## src/rtl/jtag_tap_driver_if.sv

```systemverilog
// Command/response and JTAG pin bundle for jtag_tap_driver.
// master = command issuer + TAP model, slave = the driver.
interface jtag_tap_driver_if #(
  parameter int DW = 16
);
  localparam int LW = $clog2(DW);

  logic          START;
  logic [1:0]    CMD;
  logic [LW-1:0] LEN;
  logic [DW-1:0] DIN;
  logic [DW-1:0] DOUT;
  logic          BUSY;
  logic          DONE;
  logic          TCK;
  logic          TMS;
  logic          TDI;
  logic          TDO;

  modport master (
    output START, CMD, LEN, DIN, TDO,
    input  DOUT, BUSY, DONE, TCK, TMS, TDI
  );

  modport slave (
    input  START, CMD, LEN, DIN, TDO,
    output DOUT, BUSY, DONE, TCK, TMS, TDI
  );
endinterface

```

## src/rtl/jtag_tap_driver.sv

```systemverilog
// JTAG TAP sequencer: TAP reset, IR/DR scans and Run-Test-Idle
// cycles, TCK = CLK/2, target TAP always left in Run-Test-Idle.
module jtag_tap_driver #(
  parameter int DW = 16
) (
  input logic              CLK,
  input logic              RST_N,
  jtag_tap_driver_if.slave bus
);
  localparam int LW = $clog2(DW);
  localparam int CW = (LW > 3) ? LW : 3;

  typedef enum logic [2:0] {
    RST_SEQ, IDLE, HDR, SHIFT, TRAIL, RUN
  } state_t;

  state_t        r_state, w_state;
  logic [CW-1:0] r_cnt, w_cnt;
  logic          r_tck, w_tck;
  logic          r_tms, w_tms;
  logic          r_tdi, w_tdi;
  logic          r_ir, w_ir;
  logic          r_scan, w_scan;
  logic          r_auto, w_auto;
  logic          r_fin, w_fin;
  logic          r_done, w_done;
  logic [LW-1:0] r_len, w_len;
  logic [DW-1:0] r_din, w_din;
  logic [DW-1:0] r_cap, w_cap;
  logic [DW-1:0] r_dout, w_dout;
  logic [CW-1:0] w_lenc;

  assign w_lenc = CW'(r_len);

  always_ff @(posedge CLK or negedge RST_N) begin
    if (!RST_N) begin
      r_state <= RST_SEQ;
      r_cnt   <= '0;
      r_tck   <= 1'b0;
      r_tms   <= 1'b1;
      r_tdi   <= 1'b0;
      r_ir    <= 1'b0;
      r_scan  <= 1'b0;
      r_auto  <= 1'b1;
      r_fin   <= 1'b0;
      r_done  <= 1'b0;
      r_len   <= '0;
      r_din   <= '0;
      r_cap   <= '0;
      r_dout  <= '0;
    end else begin
      r_state <= w_state;
      r_cnt   <= w_cnt;
      r_tck   <= w_tck;
      r_tms   <= w_tms;
      r_tdi   <= w_tdi;
      r_ir    <= w_ir;
      r_scan  <= w_scan;
      r_auto  <= w_auto;
      r_fin   <= w_fin;
      r_done  <= w_done;
      r_len   <= w_len;
      r_din   <= w_din;
      r_cap   <= w_cap;
      r_dout  <= w_dout;
    end
  end

  always_comb begin
    w_state = r_state;
    w_cnt   = r_cnt;
    w_tck   = r_tck;
    w_tms   = r_tms;
    w_tdi   = r_tdi;
    w_ir    = r_ir;
    w_scan  = r_scan;
    w_auto  = r_auto;
    w_fin   = r_fin;
    w_done  = 1'b0;
    w_len   = r_len;
    w_din   = r_din;
    w_cap   = r_cap;
    w_dout  = r_dout;
    if (r_state == IDLE) begin
      if (bus.START) begin
        w_len  = bus.LEN;
        w_din  = bus.DIN;
        w_cap  = '0;
        w_cnt  = '0;
        w_tdi  = 1'b0;
        w_fin  = 1'b0;
        w_auto = 1'b0;
        w_ir   = (bus.CMD == 2'b01);
        w_scan = bus.CMD[1] ^ bus.CMD[0];
        unique case (bus.CMD)
          2'b00: begin
            w_state = RST_SEQ;
            w_tms   = 1'b1;
          end
          2'b01, 2'b10: begin
            w_state = HDR;
            w_tms   = 1'b1;
          end
          default: begin
            w_state = RUN;
            w_tms   = 1'b0;
          end
        endcase
      end
    end else if (r_fin) begin
      // one settle cycle after the last TCK fall
      w_state = IDLE;
      w_fin   = 1'b0;
      w_auto  = 1'b0;
      w_done  = !r_auto;
      if (r_scan && !r_auto)
        w_dout = r_cap;
    end else if (!r_tck) begin
      w_tck = 1'b1;
      if (r_state == SHIFT)
        w_cap[r_cnt[LW-1:0]] = bus.TDO;
    end else begin
      // TCK falling: advance and set up the next period
      w_tck = 1'b0;
      w_cnt = r_cnt + CW'(1);
      case (r_state)
        RST_SEQ: begin
          if (r_cnt == CW'(5))
            w_fin = 1'b1;
          else
            w_tms = (w_cnt < CW'(5));
        end
        HDR: begin
          if (r_cnt == (r_ir ? CW'(3) : CW'(2))) begin
            w_state = SHIFT;
            w_cnt   = '0;
            w_tms   = (r_len == '0);
            w_tdi   = r_din[0];
            w_din   = {1'b0, r_din[DW-1:1]};
          end else begin
            w_tms = r_ir && (w_cnt == CW'(1));
          end
        end
        SHIFT: begin
          if (r_cnt == w_lenc) begin
            w_state = TRAIL;
            w_cnt   = '0;
            w_tms   = 1'b1;
            w_tdi   = 1'b0;
          end else begin
            w_tms = (w_cnt == w_lenc);
            w_tdi = r_din[0];
            w_din = {1'b0, r_din[DW-1:1]};
          end
        end
        TRAIL: begin
          if (r_cnt == CW'(1))
            w_fin = 1'b1;
          else
            w_tms = 1'b0;
        end
        RUN: begin
          if (r_cnt == w_lenc)
            w_fin = 1'b1;
        end
        default: ;
      endcase
    end
  end

  assign bus.DOUT = r_dout;
  assign bus.BUSY = (r_state != IDLE);
  assign bus.DONE = r_done;
  assign bus.TCK  = r_tck;
  assign bus.TMS  = r_tms;
  assign bus.TDI  = r_tdi;
endmodule
```

## src/flat_wrapper.sv

```systemverilog
// flat-port wrapper written by rule: the top's interface ports become plain ports
module jtag_tap_driver_flat 
#(
  parameter int DW = 16
)
  (CLK, RST_N, bus_START, bus_CMD, bus_LEN, bus_DIN, bus_TDO, bus_DOUT, bus_BUSY, bus_DONE, bus_TCK, bus_TMS, bus_TDI);
  jtag_tap_driver_if #(.DW(DW)) bus_i ();
  input logic CLK;
  input logic RST_N;
  input wire logic [$bits(bus_i.START)-1:0] bus_START;
  input wire logic [$bits(bus_i.CMD)-1:0] bus_CMD;
  input wire logic [$bits(bus_i.LEN)-1:0] bus_LEN;
  input wire logic [$bits(bus_i.DIN)-1:0] bus_DIN;
  input wire logic [$bits(bus_i.TDO)-1:0] bus_TDO;
  output wire logic [$bits(bus_i.DOUT)-1:0] bus_DOUT;
  output wire logic [$bits(bus_i.BUSY)-1:0] bus_BUSY;
  output wire logic [$bits(bus_i.DONE)-1:0] bus_DONE;
  output wire logic [$bits(bus_i.TCK)-1:0] bus_TCK;
  output wire logic [$bits(bus_i.TMS)-1:0] bus_TMS;
  output wire logic [$bits(bus_i.TDI)-1:0] bus_TDI;
  assign bus_i.START = bus_START;
  assign bus_i.CMD = bus_CMD;
  assign bus_i.LEN = bus_LEN;
  assign bus_i.DIN = bus_DIN;
  assign bus_i.TDO = bus_TDO;
  assign bus_DOUT = bus_i.DOUT;
  assign bus_BUSY = bus_i.BUSY;
  assign bus_DONE = bus_i.DONE;
  assign bus_TCK = bus_i.TCK;
  assign bus_TMS = bus_i.TMS;
  assign bus_TDI = bus_i.TDI;
  jtag_tap_driver #(.DW(DW)) u_core (.CLK(CLK), .RST_N(RST_N), .bus(bus_i));
endmodule
```

## config.mk

```make
export PLATFORM = sky130hd
export DESIGN_NAME = jtag_tap_driver_flat
export DESIGN_NICKNAME = d
export VERILOG_FILES = /design/src/rtl/jtag_tap_driver_if.sv /design/src/rtl/jtag_tap_driver.sv /design/src/flat_wrapper.sv
export SDC_FILE = /design/constraint.sdc
export NUM_CORES = 1
export LEC_CHECK = 0
export BUFFER_PORTS_ARGS = -buffer_cell sky130_fd_sc_hd__buf_2
export CAP_MARGIN = 20
export CORE_MARGIN = 2
export CORE_UTILIZATION = 62
export CTS_BUF_LIST = sky130_fd_sc_hd__clkbuf_8 sky130_fd_sc_hd__clkbuf_16
export DETAILED_ROUTE_END_ITERATION = 7
export PLACE_DENSITY = 0.94
export SLEW_MARGIN = 0
export SYNTH_ARGS = -nofsm -noshare
export SYNTH_HDL_FRONTEND = slang
export SYNTH_SLANG_ARGS = --single-unit
export TNS_END_PERCENT = 100
```

## constraint.sdc

```tcl
create_clock -name CLK -period 2.9 [get_ports CLK]
set_input_delay 0.435 -clock CLK [delete_from_list [all_inputs] [get_ports CLK]]
set_output_delay 0.435 -clock CLK [all_outputs]
set_load 0.05 [all_outputs]
```

==> flow_results.org, run 1 <==
** Clock tree
- Number of sinks on the clock net :: 67
- CTS clk-pin slew, worst paths :: about 0.080 ns
- Num CTS Buffers :: 9
- Clock tree root buffer cell :: sky130_fd_sc_hd__clkbuf_8
- Worst-Skew Late Latency :: between 0.3 and 0.4 ns
- TritonCTS built the clock tree.
- In this run the number of H-tree levels came out at 3.
- Maximum clock insertion buffer count :: 2

** Routing
- Average wire per cell in the routed design :: around 17 µm
- First-iteration detailed-routing DRC count :: 322
- Sum of routed wire length over all layers :: 7560 µm
- Using the TritonRoute via totals, the vias-per-cell ratio works out to around 6.0.
- Via count :: 2,687
- Post-DRT Antenna Nets :: 0
- For this run, design rule violations remaining after detail routing come to 0.
- For this run, the detailed router's first-pass iteration total came to 5.

** Timing
- At the pin with the least slew margin, the transition time is 0.639 ns.
- Setup violations remaining at the end of the flow were counted as 0.
- The worst path meets setup with around 0.70 ns of slack.
- The number of pins exceeding their max-slew limit in the final report is 0.
- RSZ-0062 raised after global routing :: false
- The worst pin sits at a relative slew slack of roughly 57%.
- Total negative setup slack :: 0 ns
- Tcrit/Tclk final :: between 70% and 80%
- Maximum clock rate :: about 450 MHz
- Setup clock skew after layout :: around 0.0098 ns
- The worst path in the final design needs a cycle of 2.20 ns, including I/O delays and setup.
- Number of failing hold endpoints at the final stage :: 0

** Worst setup path
- Number of buffers and inverters on the critical path :: 2
- Crit path capture type :: primary output
- The critical path crosses 3 cells after its start point.
- Number of cell instances on the worst register-to-register path :: 6
- The critical path is of the flop to primary output type.
- WP data required :: approximately 2.5 ns
- On the worst path, the slowest cell contributes a delay of about 0.64 ns.
- Critical path arrival :: between 1.5 and 2 ns
- Ordered list of cells on the worst path :: nor3b_4, inv_6, buf_2
- Max Fanout on Critical Path :: 14
- Startpoint kind of the worst setup timing path :: flop
- CP delay by family, top :: flip-flops
- The slowest stage of the critical path belongs to the cell sky130_fd_sc_hd__dfrtp_1.

** Synthesis
- In this run the mean area of a mapped cell was about 11 µm².
- Counting flops and latches in the post-synthesis netlist gives 67.
- Number of nets in the synthesized netlist :: roughly 370
- In the post-synthesis netlist, the biggest area contributors are sky130_fd_sc_hd__dfrtp_1 46%, sky130_fd_sc_hd__o21ai_0 6.6%, sky130_fd_sc_hd__mux2i_1 5.1%.
- During synthesis, Yosys emitted a total of 0 warnings.
- Sequential elements use 47.9% of the synthesized area.
- After synthesis, the largest area contributor takes up a little under half of total cell area.
- Summing every instance area after synthesis gives about 3500 µm².
- Post-synthesis cell type with the largest combined area :: sky130_fd_sc_hd__dfrtp_1
- Post-Synthesis Cells :: 332
- Counting distinct cell types in the post-synthesis netlist gives 49.

** Place
- Post-Place Cells :: 432
- The congestion estimate from routability-driven global placement came to between 0.8 and 0.9.
- The count of buffers added on input and output ports is 46.
- Post-place instance area :: about 3700 µm²
- Post-place setup slack :: 0.861 ns
- Summed over all nets, the half-perimeter wirelength after detailed placement is a little over 5000 µm.

** Global route
- Initial antenna violation count :: 0
- GR Util All Layers :: a little over a quarter
- Overflow left after global routing :: 0
- Number of global-route vias before repair :: around 2.5k
- Wire length of the first global-routing pass :: 12,400 µm
- Pin count of the biggest net entering global routing :: 33

** Pwr
- Power spread over the standard cell area amounts to between 1000 and 1500 nW/µm².
- Maximum resistive drop on vdd :: roughly 0.7 mV
- Leakage power :: between 1.5 and 2 nW
- Total design power :: around 0.0047 W

** Floorplanning
- Initial core utilization :: roughly 64%
- The region available for standard cell placement spans between 5000 and 6000 µm².
- From bottom edge to top edge, the die measures 79.2 µm.
- Num ports :: 47
- From left edge to right edge, the die measures just under 80 µm.
- Die ar. :: between 6000 and 7000 µm²
- Site row count :: 27

** Cells and area
- Count of antenna diodes in the layout :: 0
- Leading cell type in the layout, fill and taps excluded :: sky130_fd_sc_hd__dfrtp_1
- Design Area, Final :: about 4000 µm²
- Final net count :: between 400 and 500
- Post-route insts no fill :: approximately 450
- Layout cells sized above 1 :: 27.9%
- Highest-count cells in the layout ignoring fill and taps :: 65 x sky130_fd_sc_hd__dfrtp_1, 46 x sky130_fd_sc_hd__o21ai_0, 46 x sky130_fd_sc_hd__buf_2, 37 x sky130_fd_sc_hd__nand2_1, 18 x sky130_fd_sc_hd__mux2i_1
- Compared with the post-synthesis result, the final layout area differs by 14.6%.

** Flow run
- Maximum capacitance violations :: 0

** Min path
- In this run the worst hold path is classified as input pin to flop.
- Worst hold path cell count :: 3

** Outcome
- The flow ran to the end, and the final reports show no timing, DRC or antenna violations.
==> where the power goes <==
group | internal (W) | switching, W
clock network | 0.000665 | 0.000385
logic | 0.000793 | 0.00126
registers | 0.00124 | 0.000355
==> worst register-to-register path, delay by kind of cell, from the launching register on <==
family	cells	cell delay (ns)
flip-flops	1	0.75
AND/OR/NAND/NOR	3	0.72
buffers and inverters	1	0.32
AO/OA/AOI/OAI	2	0.28
==> per-stage QoR <==
stage | hold slack [ns] | utilization, %
global route | 0.316 | 73.4
floorplan | 0.139 | -
detailed placement | 0.356 | 68.3
global placement | 0.350 | 68.3
CTS | 0.315 | 73.4
finish | 0.312 | 73.4
==> registers in the layout, summed over array words and instances (netlist names) <==
register and flops:
u_core.bus.DONE 1, u_core.bus.DOUT 16, u_core.bus.TCK 1, u_core.bus.TDI 1, u_core.bus.TMS 1, u_core.r_auto 1, u_core.r_cap 16, u_core.r_cnt 4
u_core.r_din 16, u_core.r_fin 1, u_core.r_ir 1, u_core.r_len 4, u_core.r_scan 1, u_core.r_state 3
==> cell families after synthesis <==
kind of cell               after synthesis  share of synthesized area (%)
AOI/OAI and AO/OA                       92                           14.5
and+or+nand+nor                         84                           12.9
DFF                                     67                           47.9
muxes                                   43                           14.8
buffers and inverters                   28                           4.36
xor gates and xnor gates                10                           2.71
adders and majority gates                8                           2.86
==> cells in the mapped netlist (all sizes together) <==
library cell   n
dfrtp         65
o21ai         58
nand2         39
mux2          24
mux2i         19
a21oi         17
buf           15
nor2          12
nand2b         9
ha             8
clkbuf         7
a31oi          6
inv            6
xnor2          6
nor2b          5
xor2           4
nand3          3
nor3b          3
a211oi         2
and3           2
and4           2
dfstp          2
nand4          2
nor4           2
o22ai          2
or2            2
a211o          1
a22oi          1
a2bb2oi        1
nand3b         1
nand4b         1
nor4b          1
o2111ai        1
o211ai         1
o221ai         1
o31ai          1
==> final cells by class <==
type / count / area [µm²]
Inverter: 6 / 27.5
Clock inverter: 7 / 146
Multi-Input combinational cell: 237 / 1680
Tap cell: 72 / 90.1
Fill cell: 404 / 1460
Sequential cell: 67 / 1680
Clock buffer: 9 / 124
Timing Repair Buffer: 51 / 270
==> worst paths after layout <==
kind	to	slack, ns	start
worst max register to register	u_core.r_din[10]	0.75	u_core.r_cnt[3]
max in group asynchronous	u_core.r_auto	1.64	RST_N
worst min register to register	u_core.r_din[1]	0.48	u_core.r_din[1]
worst max-delay path	bus_BUSY	0.70	u_core.r_state[0]
worst min-delay path	u_core.r_din[15]	0.31	bus_DIN[15]
min in group asynchronous	u_core.bus.DOUT[8]	0.51	RST_N
==> metal layers <==
metal,vias up,wire length (µm),global-route usage (%)
li1,1250,-,-
met1,1314,3210,34.3
met2,107,3740,42.0
met3,16,445,4.20
met4,0,167,12.9
met5,-,0,0
==> timing repair <==
| action | 4_1_cts | 5_1_grt |
|---|---|---|
| hold buffers | 1 | 0 |
| hold endpoints to repair | 14 | 0 |
| gates resized for setup | 0 | 0 |
| buffers inserted | 0 | 0 |
(Power assumes the default switching activity.)
==> run 2, diff against run 1 <==
Settings changed: ABC_AREA set to 1, CORE_UTILIZATION 62 to 52, PLACE_DENSITY 0.94 to 0.85.
Clock period 2.9 ns to 2.02 ns, I/O delays scaled along.
==> flow_results.org, run 2 <==
** Worst setup path
- Slowest cell on crit path :: sky130_fd_sc_hd__dfrtp_1 (unchanged)
- The data required time at the worst endpoint is 1.72 ns (was 2.47 ns).
- The largest fanout of any net on the critical path is 20 (was 14).
- The last element of the critical path is bus_BUSY (unchanged).
- CP delay by family, top :: flip-flops (unchanged)
- The number of cell instances on the worst register-to-register path is 8 (was 6).
- The origin of the worst setup path is u_core.r_state[2] (was u_core.r_state[0]).
- The category of the worst setup path launch point was a flop (unchanged).
- The critical path capture point type was a primary output (unchanged).
- Ordered list of cells on the worst path: nor2_4, nand2_8, buf_6, buf_4 (was nor3b_4, inv_6, buf_2).
- The count of buffering cells on the critical path with inverters included was 2 (unchanged).
- The kind of critical path is flop to primary output (unchanged).
- Reg-to-Reg End :: u_core.r_din[10] (unchanged)
- The peak per-stage delay on the critical path was 0.49 ns (was 0.64 ns).
- R2r setup slk :: 0.20 ns (was 0.75 ns)
- The logic depth of the worst setup path including buffers came to 4 (was 3).
- The worst reg2reg path startpoint is u_core.r_state[2] (was u_core.r_cnt[3]).
- Critical path arrival :: 1.62 ns (was 1.77 ns)

** Timing
- Normalized max-slew margin :: 68.6% (was 57.4%)
- Number of failing hold endpoints at the final stage :: 0 (unchanged)
- Max-slew violation count :: 0 (unchanged)
- RSZ-0062 raised after global routing: false (unchanged).
- Tcrit/Tclk final :: a little over nine tenths
- Static timing analysis puts the maximum clock frequency at about 520 MHz.
- Setup clock skew after layout :: 0.00805 ns (was 0.00981 ns)
- Setup-failing EPs final :: 0 (unchanged)
- Worst-margin pin slew :: 0.469 ns (was 0.639 ns)
- Hold slack :: 0.171 ns (was 0.312 ns)
- Post-layout minimum cycle time :: around 1.9 ns
- The setup TNS after final layout is 0 ns (unchanged).

** Synthesis
- The synthesized netlist cell count was 419 (was 332).
- Post-synth EDFFs :: 0 (unchanged)
- Seq cells post-synth :: 67 (unchanged)
- Post-synth top cells :: 115 x sky130_fd_sc_hd__nand2_1, 65 x sky130_fd_sc_hd__dfrtp_1, 45 x sky130_fd_sc_hd__inv_1, 25 x sky130_fd_sc_hd__o21ai_0, 20 x sky130_fd_sc_hd__nand3_1 (was 65 x sky130_fd_sc_hd__dfrtp_1, 46 x sky130_fd_sc_hd__o21ai_0, 37 x sky130_fd_sc_hd__nand2_1, 18 x sky130_fd_sc_hd__mux2i_1, 17 x sky130_fd_sc_hd__a21oi_1)
- Ys flop type :: sky130_fd_sc_hd__dfrtp_1 (unchanged)
- The synthesized area came to 3640 µm² (was 3500 µm²).
- Share of the synthesized area in the top cell type :: 44.7% (was 46.4%)
- The mean instance size in the synthesized netlist was 8.69 µm² (was 10.6 µm²).
- Asr flop ratio synth :: 100% (unchanged)
- Distinct cell type count after synthesis :: 31 (was 49)
- The share of the yosys chip area belonging to registers was 46.1% (was 47.9%).
- Number of nets in the synthesized netlist :: 453 (was 366)
- The most frequent cell after synthesis is sky130_fd_sc_hd__nand2_1 (was sky130_fd_sc_hd__dfrtp_1).
- Cell types with the largest area share after synthesis: sky130_fd_sc_hd__dfrtp_1 45%, sky130_fd_sc_hd__nand2_1 12%, sky130_fd_sc_hd__inv_1 4.6% (was sky130_fd_sc_hd__dfrtp_1 46%, sky130_fd_sc_hd__o21ai_0 6.6%, sky130_fd_sc_hd__mux2i_1 5.1%).
- Synthesis warning total :: 0 (unchanged)
- Post-synthesis cell type with the largest combined area :: sky130_fd_sc_hd__dfrtp_1 (unchanged)

** Clock tree
- Worst-Skew Late Latency :: 0.34 ns (was 0.35 ns)
- The total clock sinks is 67 (unchanged).
- The number of buffers created by CTS is 9 (unchanged).
- The root buffer selected by CTS was sky130_fd_sc_hd__clkbuf_8 (unchanged).
- CTS clk-pin slew, worst paths :: 0.07 ns (was 0.08 ns)
- Number of post-CTS setup repair buffers :: 0 (unchanged)
- Number of levels the H-tree was split into :: 3 (unchanged)
- The number of buffers on the longest clock path is 2 (unchanged).
- TritonCTS clock tree :: done (unchanged)

** Min path
- Class of the worst hold path :: input pin to flop (unchanged)

** Routing
- DR DRC count :: 0 (unchanged)
- Average wire per cell in the routed design :: 13.3 µm (was 16.8 µm)
- The number of detailed-routing iterations run before antenna repair came to 5 (unchanged).
- The number of vias after detailed routing was 2,929 (was 2,687).
- The DRC marker count from the first detailed-route iteration is 240 (was 322).
- The number of antenna-violating nets in the routed design was 0 (unchanged).
- The via-per-instance ratio is 5.15 (was 5.98).
- The routed wire length came to 7540 µm (was 7560 µm).

** Cells and area
- Final-layout fill cell count :: 543 (was 404)
- The most common cell after layout, fill and taps aside is sky130_fd_sc_hd__nand2_1 (was sky130_fd_sc_hd__dfrtp_1).
- The synthesis-to-finish area growth came to 14.4% (was 14.6%).
- Highest-count cells in the layout ignoring fill and taps :: 115 x sky130_fd_sc_hd__nand2_1, 61 x sky130_fd_sc_hd__dfrtp_1, 45 x sky130_fd_sc_hd__inv_1, 45 x sky130_fd_sc_hd__buf_2, 25 x sky130_fd_sc_hd__o21ai_0 (was 65 x sky130_fd_sc_hd__dfrtp_1, 46 x sky130_fd_sc_hd__o21ai_0, 46 x sky130_fd_sc_hd__buf_2, 37 x sky130_fd_sc_hd__nand2_1, 18 x sky130_fd_sc_hd__mux2i_1)
- The final antenna diode count was 0 (unchanged).
- The number of nets in the layout came to 502 (was 406).
- The layout cell share with drive strength beyond 1 came to 27.5% (was 27.9%).

** Global route
- The total routing usage reported by global routing was 21.4% (was 26.1%).
- The via count of the first global-routing pass came to 2,758 (was 2,505).
- Initial antenna violation count :: 0 (unchanged)
- Wire length of the first global-routing pass :: 12,900 µm (was 12,400 µm)
- The pin count of the biggest net entering global routing was 32 (was 33).
- The total overflow reported by the global router came to 0 (unchanged).

** Floorplanning
- The die outline width is 87.7 µm (was 79.2 µm).
- The core box area was 6790 µm² (was 5470 µm²).
- Vertical extent of the die :: 87.7 µm (was 79.2 µm)
- Initial core utilization :: 53.6% (was 64.0%)
- Num ports :: 47 (unchanged)
- Die ar. :: 7690 µm² (was 6270 µm²)
- Site row count :: 30 (was 27)

** Outcome
- Result of the run: finished, final reports clean (unchanged).

** Place
- Hpwl dp :: 5570 µm (was 5080 µm)
- Number of buffers added on ports :: 46 (unchanged)
- The placer's final routability congestion estimate came to 0.935 (was 0.896).

** Flow run
- Maximum capacitance violations :: 0 (unchanged)

** Pwr
- Power per Cell Area :: 1630 nW/µm² (was 1170 nW/µm²)
- The worst voltage drop across the vdd grid came to 0.676 mV (was 0.720 mV).
- The leakage power came to 2.12 nW (was 1.91 nW).
## run 2: cell count changes in the layout (fill, tap and decap cells not counted), sizes merged, moves of 6 or more
cell / previous run / this run
nand3: 3 / 22
o22ai: 2 / 14
nand2: 39 / 127
o21ai: 58 / 50
mux2: 24 / 0
nor2: 12 / 22
inv: 8 / 53
nand2b: 9 / 0
xnor2: 6 / 0
## run 2: layer usage
metal,routed length [µm],GRT usage (%),vias up
met1,3500,29.0,1366
li1,-,-,1455
met4,117,6.99,0
met3,373,5.75,13
met2,3550,33.5,95
met5,0,0,-
## run 2: kinds of logic (layout without fill, tap and decap cells)
logic type / Yosys count / count (layout) / synth area share (%)
fa+ha+maj: 8 / 8 / 2.75
flops: 67 / 67 / 46.1
compound gates: 82 / 82 / 15.6
simple gates: 179 / 179 / 22.7
buf+inv: 68 / 122 / 8.69
mux: 15 / 15 / 4.12
## run 2: layout make-up
class / instances / area [µm²] / area share (%)
Clock inverter: 5 / 60.1 / 1.44
Clock buffer: 11 / 151 / 3.63
Timing Repair Buffer: 53 / 304 / 7.30
Sequential cell: 67 / 1680 / 40.4
Multi-Input combinational cell: 284 / 1650 / 39.5
Tap cell: 96 / 120 / 2.88
Inverter: 53 / 200 / 4.80
## run 2: worst min-delay path by stage
stage | start | endpoint | slack [ns] | depth (start not counted)
after global placement | RST_N | u_core.bus.DOUT[8] | 0.16 | 1
after floorplan | RST_N | u_core.bus.DONE | 0.007 | 0
after CTS | bus_LEN[2] | u_core.r_len[2] | 0.16 | 3
after global routing | bus_LEN[1] | u_core.r_len[1] | 0.18 | 3
final | bus_LEN[1] | u_core.r_len[1] | 0.17 | 3
after detailed placement | RST_N | u_core.bus.DOUT[14] | 0.17 | 1
## run 2: worst reg2reg max path: stages (launching register included)
cell and delay (ns):
sky130_fd_sc_hd__dfrtp_1 0.49, sky130_fd_sc_hd__inv_2 0.10, sky130_fd_sc_hd__nand2_2 0.08, sky130_fd_sc_hd__nor2_1 0.26
sky130_fd_sc_hd__nand3_1 0.23, sky130_fd_sc_hd__nand3_4 0.23, sky130_fd_sc_hd__buf_12 0.21, sky130_fd_sc_hd__nand2_1 0.09
sky130_fd_sc_hd__o21ai_2 0.06
## run 2: what timing repair did
item | 4_1_cts | 5_1_grt
pin swaps | 0 | 1
hold buffers | 1 | 0
endpoints found under the hold margin | 9 | 0
gates resized for setup | 1 | 5
setup endpoints to repair | 1 | 20
## run 2: report_power, final
group | total, W | internal (W) | switching (W)
sequential | 0.00219 | 0.00182 | 0.000370
clock | 0.00117 | 0.000642 | 0.000527
combinational | 0.00343 | 0.00115 | 0.00228
## run 2: stage by stage
stage	instance area, µm²	utilization [%]	setup slack (ns)	std cells	power, W
2_1_floorplan	3640	-	0.453	419	0.00493
3_3_place_gp	3930	57.9	0.176	552	0.00542
3_5_place_dp	3930	57.9	0.168	552	0.00557
4_1_cts	4160	61.2	0.00433	569	0.00677
5_1_grt	4170	61.3	0.00604	569	0.00732
6_report	4170	61.3	0.0988	569	0.00679
==> run 3, diff against run 2 <==
--- a/config.mk
+++ b/config.mk
@@ -12,4 +12,5 @@
 export CORE_UTILIZATION = 52
 export CTS_BUF_LIST = sky130_fd_sc_hd__clkbuf_8 sky130_fd_sc_hd__clkbuf_16
+export CTS_CLUSTER_SIZE = 8
 export DETAILED_ROUTE_END_ITERATION = 7
 export PLACE_DENSITY = 0.85
==> constraint.sdc (replaced) <==
create_clock -name CLK -period 2.02 [get_ports CLK]
set_input_delay 0.404 -clock CLK [delete_from_list [all_inputs] [get_ports CLK]]
set_output_delay 0.404 -clock CLK [all_outputs]
set_load 0.05 [all_outputs]
==> flow_results.org, run 3 (synthesized netlist as in run 2, its figures left out) <==
** Outcome
- Result of the run :: finished, final reports clean (unchanged)

** Worst setup path
- The setup slack on the worst flop-to-flop path was 0.12 ns (was 0.20 ns).
- Startpoint kind of the worst setup timing path :: flop (unchanged)
- Crit path capture type :: primary output (unchanged)
- The worst reg2reg path startpoint is u_core.r_state[2] (unchanged).
- The largest fanout of any net on the critical path is 21 (was 20).
- The terminus of the critical flop-to-flop path was u_core.r_cap[6] (was u_core.r_din[10]).
- The kind of critical path was flop to primary output (unchanged).
- WP data required :: 1.62 ns (was 1.72 ns)
- Number of cell instances on the worst register-to-register path :: 10 (was 8)
- The data arrival time of the critical path is 1.58 ns (was 1.62 ns).

** Routing
- The DRC violation count after routing is 0 (unchanged).
- Post-detailed-route via-to-cell ratio :: 5.17 (was 5.15)
- Via count :: 2,960 (was 2,929)
- Drt first pass iters :: 4 (was 5)
- The detailed route wirelength on metal3 was 410 µm (was 373 µm).
- The DRC marker count from the first detailed-route iteration was 200 (was 240).
- Wire length the detailed router placed on met1 :: 3440 µm (was 3500 µm)
- Average wire per cell in the routed design :: 13.7 µm (was 13.3 µm)
- Post-DRT Antenna Nets :: 0 (unchanged)
- The highest routed metal layer was met4 (unchanged).
- Sum of routed wire length over all layers :: 7860 µm (was 7540 µm)
- The met2 routed wirelength came to 3810 µm (was 3550 µm).

** Floorplanning
- DIE WIDTH :: 87.7 µm (unchanged)
- Area inside the core boundary :: 6790 µm² (unchanged)
- The initial core utilization came to 53.6% (unchanged).
- The count of pins on the block boundary was 47 (unchanged).
- Site row count :: 30 (unchanged)
- The die boundary height was 87.7 µm (unchanged).
- The die area was 7690 µm² (unchanged).

** Min path
- The terminating pin of the worst hold path was u_core.r_len[3] (was u_core.r_len[1]).
- The class of the most critical hold timing path was input pin to flop (unchanged).
- The critical hold path startpoint was bus_LEN[3] (was bus_LEN[1]).
- Worst hold path cell count :: 3 (unchanged)

** Timing
- The maximum clock rate was 505 MHz (was 521 MHz).
- Setup-failing EPs final :: 0 (unchanged)
- The worst-margin pin slew is 0.463 ns (was 0.469 ns).
- The number of pins exceeding their max-slew limit in the final report came to 0 (unchanged).
- The worst slew slack as a fraction of its limit came to 69.0% (was 68.6%).
- Total negative setup slack :: 0 ns (unchanged)
- Post-layout minimum cycle time :: 1.98 ns (was 1.92 ns)
- The final cycle utilization of the critical path was 98.0% (was 95.1%).
- Hold slack :: 0.267 ns (was 0.171 ns)
- RSZ-0062 raised after global routing: false (unchanged).
- Number of failing hold endpoints at the final stage :: 0 (unchanged)
- Setup clock skew after layout :: 0.0108 ns (was 0.00805 ns)

** Pwr
- The part of the power in the clock network is 18.2% (was 17.2%).
- The leakage power was 2.16 nW (was 2.12 nW).
- The cell-internal power is 0.00376 W (was 0.00361 W).
- Maximum resistive drop on vdd :: 0.619 mV (was 0.676 mV)
- The combinational power share was 50.9% (was 50.5%).
- Power per Cell Area :: 1650 nW/µm² (was 1630 nW/µm²)
- Switching share of total power :: 46.3% (was 46.8%)
- The power dissipated by switching net loads was 0.00325 W (was 0.00317 W).
- Fraction of power consumed by sequential logic :: 30.9% (was 32.2%)

** Cells and area
- Count of antenna diodes in the layout :: 0 (unchanged)
- Area overhead of the layout relative to synthesis :: 16.6% (was 14.4%)
- Leading cell type in the layout, fill and taps excluded :: sky130_fd_sc_hd__nand2_1 (unchanged)
- Util after Layout :: 62.5% (was 61.3%)
- Final net count :: 506 (was 502)
- Highest-count cells in the layout ignoring fill and taps :: 115 x sky130_fd_sc_hd__nand2_1, 62 x sky130_fd_sc_hd__dfrtp_1, 46 x sky130_fd_sc_hd__inv_1, 45 x sky130_fd_sc_hd__buf_2, 25 x sky130_fd_sc_hd__o21ai_0 (was 115 x sky130_fd_sc_hd__nand2_1, 61 x sky130_fd_sc_hd__dfrtp_1, 45 x sky130_fd_sc_hd__inv_1, 45 x sky130_fd_sc_hd__buf_2, 25 x sky130_fd_sc_hd__o21ai_0)
- The layout cell share with drive strength beyond 1 came to 27.9% (was 27.5%).
- The total non-filler cell area in the finished layout came to 4250 µm² (was 4170 µm²).

** Global route
- Pin count of the biggest net entering global routing :: 62 (was 32)
- The total routing usage reported by global routing is 21.2% (was 21.4%).
- Initial antenna violation count :: 0 (unchanged)
- The total overflow reported by the global router came to 0 (unchanged).
- Wire length of the first global-routing pass :: 12,600 µm (was 12,900 µm)
- The via count of the first global-routing pass came to 2,766 (was 2,758).

** Clock tree
- The root buffer selected by CTS was sky130_fd_sc_hd__clkbuf_8 (unchanged).
- The total clock sinks was 67 (unchanged).
- The CTS clock-pin slew for the worst setup and hold paths is 0.08 ns (was 0.07 ns).
- TritonCTS clock tree :: done (unchanged)
- The number of buffers on the longest clock path came to 2 (unchanged).
- The number of buffers created by CTS is 9 (unchanged).
- Number of levels the H-tree was split into :: 3 (unchanged)
- Worst-Skew Late Latency :: 0.35 ns (was 0.34 ns)

** Place
- Number of buffers added on ports :: 46 (unchanged)
- The placed cell area is 3910 µm² (was 3930 µm²).
- The HPWL reported at the end of detailed placement is 5280 µm (was 5570 µm).
- Placer Congestion :: 0.962 (was 0.935)

** Flow run
- Maximum capacitance violations :: 0 (unchanged)
==> run 3: cell types whose count changed in the layout (fill, tap and decap cells not counted), sizes merged <==
cell    delta
buf        +3
clkinv     -1
bufinv     +1
nand3      +1
==> run 3: worst max path at each step <==
stage	depth (start not counted)	from	slack (ns)	to
after floorplan	5	u_core.r_state[0]	0.44	bus_BUSY
after global placement	8	u_core.r_cnt[2]	0.15	u_core.r_din[10]
after detailed placement	8	u_core.r_cnt[3]	0.07	u_core.r_din[9]
after CTS	8	u_core.r_cnt[3]	0.04	u_core.r_din[9]
after global routing	4	u_core.r_state[2]	0.0005	bus_BUSY
final	4	u_core.r_state[2]	0.04	bus_BUSY
==> run 3: power groups by stage <==
stage	logic [W]	clock network, W	registers, W
2_1_floorplan	0.00254	0	0.00238
3_3_place_gp	0.00317	0	0.00216
3_5_place_dp	0.00330	0	0.00217
4_1_cts	0.00341	0.00128	0.00215
5_1_grt	0.00394	0.00134	0.00222
6_report	0.00357	0.00128	0.00217
==> run 3: worst max-delay path, stage by stage (launching register included) <==
cell and delay, ns:
sky130_fd_sc_hd__dfrtp_2 0.48, sky130_fd_sc_hd__nor2_4 0.19, sky130_fd_sc_hd__nand2_8 0.16, sky130_fd_sc_hd__buf_12 0.20, sky130_fd_sc_hd__buf_4 0.19
==> run 3: repair_timing <==
| action | in CTS | in global routing |
|---|---|---|
| cloned | 0 | 1 |
| setup endpoints to repair | 1 | 22 |
| pin swaps | 1 | 0 |
| setup buffers | 3 | 3 |
| endpoints found under the hold margin | 6 | 0 |
| hold buffers | 1 | 0 |
| gates resized for setup | 3 | 6 |
==> run 3: final cells by class <==
class | instances | area (µm²)
Clock buffer | 11 | 151
Fill cell | 552 | 2550
Tap cell | 96 | 120
Timing Repair Buffer | 56 | 348
Sequential cell | 67 | 1680
Clock inverter | 5 | 76.3
Inverter | 53 | 200
Multi-Input combinational cell | 285 | 1670
==> run 3: per-stage QoR <==
step	power, W	setup WS (ns)	instances
after floorplan	0.00493	0.437	419
final	0.00701	0.0395	573
after global routing	0.00751	0.000527	573
after CTS	0.00685	0.0393	569
after detailed placement	0.00548	0.0680	549
after global placement	0.00533	0.147	549
==> run 3: metal layers <==
layer  up-vias  track usage, %
met3        17            5.18
met1      1394            27.4
met4         0            9.93
li1       1467               -
met5         -               0
met2        82            33.6
